## config.mk

```make
export PLATFORM = sky130hd
export DESIGN_NAME = serial_subtractor
export DESIGN_NICKNAME = d
export VERILOG_FILES = /design/src/rtl/serial_subtractor.sv
export SDC_FILE = /design/constraint.sdc
export NUM_CORES = 1
export LEC_CHECK = 0
export CAP_MARGIN = 10
export CELL_PAD_IN_SITES_DETAIL_PLACEMENT = 0
export CELL_PAD_IN_SITES_GLOBAL_PLACEMENT = 1
export CORE_AREA = 4 4 64 66
export DETAILED_ROUTE_END_ITERATION = 8
export DIE_AREA = 0 0 68 70
export GPL_TIMING_DRIVEN = 0
export PLACE_DENSITY = 0.78
export SETUP_SLACK_MARGIN = 0.5
export SYNTH_ARGS = -nofsm -noshare
export SYNTH_HDL_FRONTEND = slang
export SYNTH_SLANG_ARGS = --single-unit
```

## constraint.sdc

```tcl
create_clock -name clk -period 3.39 [get_ports clk]
set_input_delay 0.5085 -clock clk [delete_from_list [all_inputs] [get_ports clk]]
set_output_delay 0.5085 -clock clk [all_outputs]
set_load 0.005 [all_outputs]
```

## src/rtl/serial_subtractor.sv

```systemverilog
// Bit-serial subtractor: computes a - b one bit per clock, LSB first.
// Reports the modular difference, the unsigned borrow and the signed overflow.
module serial_subtractor #(
   parameter int WIDTH = 8
) (
   input  logic             clk,
   input  logic             rst,
   input  logic             start,
   input  logic [WIDTH-1:0] a,
   input  logic [WIDTH-1:0] b,
   output logic             busy,
   output logic             done,
   output logic [WIDTH-1:0] diff,
   output logic             borrow,
   output logic             ovf
);

   localparam int CW = (WIDTH > 1) ? $clog2(WIDTH) : 1;
   localparam logic [CW-1:0] LAST = CW'(WIDTH - 1);

   localparam logic [1:0] IDLE  = 2'd0;
   localparam logic [1:0] SHIFT = 2'd1;
   localparam logic [1:0] DONE  = 2'd2;

   logic [1:0]       state;
   logic [WIDTH-1:0] ra, rb;
   logic [CW-1:0]    cnt;
   logic             br;
   logic             ai, bi, d, br_nxt;

   always_comb begin
      ai     = ra[cnt];
      bi     = rb[cnt];
      d      = ai ^ bi ^ br;
      br_nxt = (~ai & bi) | (~(ai ^ bi) & br);
   end

   always_ff @(posedge clk) begin
      if (rst) begin
         state  <= IDLE;
         ra     <= '0;
         rb     <= '0;
         cnt    <= '0;
         br     <= 1'b0;
         diff   <= '0;
         borrow <= 1'b0;
         ovf    <= 1'b0;
      end else begin
         case (state)
            IDLE: begin
               if (start) begin
                  ra    <= a;
                  rb    <= b;
                  br    <= 1'b0;
                  cnt   <= '0;
                  state <= SHIFT;
               end
            end
            SHIFT: begin
               // Result bits enter at the MSB so the LSB lands at bit 0 after WIDTH shifts.
               diff <= {d, diff[WIDTH-1:1]};
               br   <= br_nxt;
               if (cnt == LAST) begin
                  state  <= DONE;
                  borrow <= br_nxt;
                  ovf    <= (ra[WIDTH-1] ^ rb[WIDTH-1]) & (d ^ ra[WIDTH-1]);
               end else begin
                  cnt <= cnt + CW'(1);
               end
            end
            DONE:    state <= IDLE;
            default: state <= IDLE;
         endcase
      end
   end

   assign busy = (state == SHIFT);
   assign done = (state == DONE);

endmodule
```

-- Word-level counts from Yosys, hierarchy flattened
Cells that the tools add are included.
Widths: inputs -> output; s select.
- flip-flop bits (word level): 32
- bits of input ports: 19
- output and inout bits: 12
- logic and storage cells: 45
- $add $sub $neg: 1
- order comparisons: 1
- equality and inequality tests: 6
- mux-type cells: 12
- bitwise operators: 10
- reductions and logical operators: 7
- operators with widths (cell ; number):
    $reduce_and 2->1 ; 4
    $bmux 1 s3 ; 2
    $mux 3 ; 2
    $pmux 3 s2 ; 1
    $lt 3x4->1 const B ; 1
    $mux 2 ; 2
    $ne 2x2->1 const B ; 2
    $pmux 2 s2 ; 1
    $xor 1x1->1 ; 4
    $add 3x1->3 const B ; 1
    $and 1x1->1 ; 3
    $eq 3x3->1 const B ; 1
    $mux 1 ; 3
    $reduce_and 3->1 ; 1
    $eq 2x1->1 const B ; 1
    $eq 2x2->1 const B ; 1
    $logic_not 2->1 ; 1
    $ne 2x1->1 const B ; 1
    $not 1->1 ; 2
    $pmux 1 s2 ; 1
    $reduce_bool 2->1 ; 1
    $or 1x1->1 ; 1

-- Depth between registers and ports, before layout
- depth after elaboration: 7
- depth in mapped cells: 6
- mapped depth without buffers: 6

-- Worst setup path after synthesis
No wires, ideal clock.
- kind: register to register
- from: register cnt[1]
- to: register ovf
- setup time: 0.091 ns
- arrival: 2.179 ns
- required time: 3.299 ns
- slack: 1.120 ns
- cell stages (with the launch flop): 7
- buffers on the path: 0
- clock period less this slack: 2.270 ns
- path through: dfxtp_1 -> mux4_1 -> mux2_4 -> fa_1 -> nor2b_1 -> a21oi_1 -> a311oi_1
- longest elaborated chain between the ends: 6
- elaborated cells on any way between the ends: 10
- those cells by class: eq/ne (1); mux (4); bitwise (4); reduce/logical (1)
- ends and longest elaborated chain (what ; RTL line ; text):
    start, declared ; 27 ; logic [CW-1:0] cnt;
    start signal, assigned ; 68 ; cnt <= cnt + CW'(1);
    $bmux 1 s3 (on tied branches) ; 32, 33 ;
    $mux 1 (on tied branches) ; 32, 33 ;
    $xor 1x1->1 * (2 in a row) ; 34 ; d = ai ^ bi ^ br;
    named net d ; 29 ; logic ai, bi, d, br_nxt;
    $xor 1x1->1 * ; 66 ; ovf <= (ra[WIDTH-1] ^ rb[WIDTH-1]) & (d ^ ra[WIDTH-1]);
    $and 1x1->1 * ; 66 ;
    end signal, assigned ; 66 ;
    end, declared ; 15 ; output logic ovf
The timed path passes the listed nets; every way through them passes the cells marked *. The select of a mux whose other input is x is not followed.
A chain may end at the register's enable or synchronous reset.

-- Final worst setup path
- from: register cnt[2]
- to: register ovf
The elaborated chain is that of the path after synthesis.

==> run metrics <==
Syn Inst Count=152; routed length on met2=1440 um; Setup crit end kind=flip-flop; CP Cell Sequence=mux4_1 > mux2_4 > fa_1 > nor2b_1 > a21oi_1 > a311oi_1; Mapped Nets=roughly 170; Logic pwr share=0.131; first-pass GRT wire length=4870 um; synth unique cells=23; num rows=22; diodes inserted=0; vias per cell=4.87; Post-CTS Hold Buffers=0; worst hold path endpoint=ra[4]; dominant cells by area after synthesis=dfxtp_1, nand2_1, a21oi_1; endpoints failing hold=0; detailed-route via count=1158; fin crit period=2.45 ns; unrepaired setup endpoints after global routing=false; worst slew pin tran=0.477 ns; Fill cells=386; Final period util=0.721; Buf/Inv on CP=0; Reg2Reg Depth=6; NumNets Final=211; VDD IR-drop max=0.000228 V; Worst Path Required=3.63 ns; syn avg cell area=between 8 and 9 um2; worst hold path type=reg -> reg; Max stage delay cell, worst path=mux4_1; antenna-violating nets left=0; Pwr per Cell Area=409 mW/mm2; H-tree Lvls=2; max_slew headroom=0.682; layout cell share with drive strength beyond 1=0.0789; beginning of the critical path=cnt[2]; Top-Level Pins=31; most common cell after layout, fill and taps aside=nand2_1; Hold WS=0.456 ns; die area=0.00476 mm2; startpoint types=flip-flop; detailed route wirelength on metal3=134 um; synthesized flop and latch total=32; # resized after CTS=0; synth warn=0; HPWL after DPL=between 2000 and 2500 um; top cell type's share of synthesized area=0.479; P&R area growth vs syn=31.3%; hold depth=2; Worst R2R End=ovf; Finish-stage setup viols=0; drt first pass iters=4; Placeable Area=0.00358 mm2; clock transition at the registers of the reported paths=0.10 ns; initial antenna violation count=0; internal power=543 uW; hold path start=ra[4]; Max Slew Vio Count=0; Placed Instances=between 200 and 250; DR WL/cell=between 10 and 15 um; M1 wire length=around 1300 um; CTS Buf Count=5; PortBufs=30; fraction of registers with async set/reset=0; Starting Density=0.374; Final Non-Filler Cells=between 200 and 250; area leader, netlist=dfxtp_1; Sw Pwr=around 180 uW; All-Layer GR Usage=0.136; Post-synth EDFFs=0; Reg-to-Reg Start=cnt[2]; Max Buffers Root-to-Sink=2; total power=719 uW; DRC=0; Crit Path Category=reg -> reg; sequential share of power=0.559; final wirelength=2910 um; GR Overflow Total=0; most frequent cells in the layout=nand2_1, a21oi_1, dfxtp_1; multi-input logic area=648 um2; outcome=completed; post-synthesis sequential area ratio=0.479; Die H=roughly 70 um; Clock Sinks=32; Crit Path Max Fanout=6; top routing layer used=met4; Clk pwr share=0.310; setup_tns=0 ns; CTS tree=done; vias in the first global route=1115; Skew-Pair Late Insertion Delay=roughly 0.32 ns; number of max-cap violations=0; DRT iter0 DRCs=30; r2r setup slk=about 0.94 ns; Cell Area, Synth=0.00134 mm2; Sequential Area=641 um2; Final Skew=0.00514 ns; CP delay by family, top=multiplexers; critical path arrival=2.68 ns; die width=around 68 um; largest net degree at the start of global routing=11; Net Sw Frac=0.244; GP Congestion=just under 0.8; Post-CTS Repair Setup Buffers=0; clk root buf=clkbuf_4; Synth Flop Type=dfxtp_1; fmax=slightly above 400 MHz; CP max stage delay=approximately 0.6 ns; P_leak=0.640 nW
## how the worst max path moves through the flow
stage,slack [ns],endpoint,cells after the start
2_1_floorplan,1.12,ovf,6
3_3_place_gp,0.96,ovf,6
3_5_place_dp,0.93,ovf,6
4_1_cts,0.92,ovf,6
5_1_grt,0.83,ovf,6
6_report,0.94,ovf,6
## state kept, by name (all words and copies together) (netlist names)
signal / cells
br: 1
state: 2
diff: 8
ovf: 1
rb: 8
ra: 8
cnt: 3
borrow: 1
## synth_stat cells (2+ instances only)
master    count
nand2_1      51
a21oi_1      32
dfxtp_1      32
mux4_1        4
buf_2         3
clkbuf_1      3
nand2b_1      3
nand3_1       3
a311oi_1      2
buf_4         2
ha_1          2
nor2_1        2
nor2b_1       2
nor3b_1       2
## routing by layer
metal	vias up	global-route usage
met4	0	0.0795
met3	4	0.0338
met5	-	0
met1	534	0.170
met2	23	0.206
li1	597	-
## layout make-up
cell class,instances,area share
Tap cell,48,0.0342
Timing Repair Buffer,30,0.171
Sequential cell,32,0.365
Inverter,2,0.00427
Clock buffer,8,0.0335
Multi-Input combinational cell,110,0.369
Buffer,8,0.0235
## kinds of logic (layout without fill, tap and decap cells)
group,after synthesis,in the layout,synth area share
buffers and inverters,10,48,0.0365
AOI/OAI and AO/OA,35,35,0.137
DFF,32,32,0.479
muxes,6,6,0.0973
adders and majority gates,3,3,0.0337
and+or+nand+nor,66,66,0.217
## power by group through the flow
stage,logic [mW],clock network [mW],registers [mW]
6_report,0.0941,0.223,0.402
3_3_place_gp,0.0938,0,0.410
4_1_cts,0.0962,0.231,0.402
2_1_floorplan,0.0564,0,0.408
3_5_place_dp,0.0957,0,0.411
5_1_grt,0.106,0.242,0.404
## tightest hold or removal path, delay by kind of cell, from the launching register on
kind / cells / cell delay [ns]
simple gates: 1 / 0.05
flops: 1 / 0.31
compound gates: 1 / 0.05
## through the flow
stage | area (um2) | worst slack (ns) | util
2_1_floorplan | 1340 | 1.12 | -
6_report | 1760 | 0.944 | 0.491
3_3_place_gp | 1700 | 0.960 | 0.474
3_5_place_dp | 1700 | 0.934 | 0.474
4_1_cts | 1760 | 0.916 | 0.491
5_1_grt | 1760 | 0.827 | 0.491
Power figures use the tool's default switching activity.
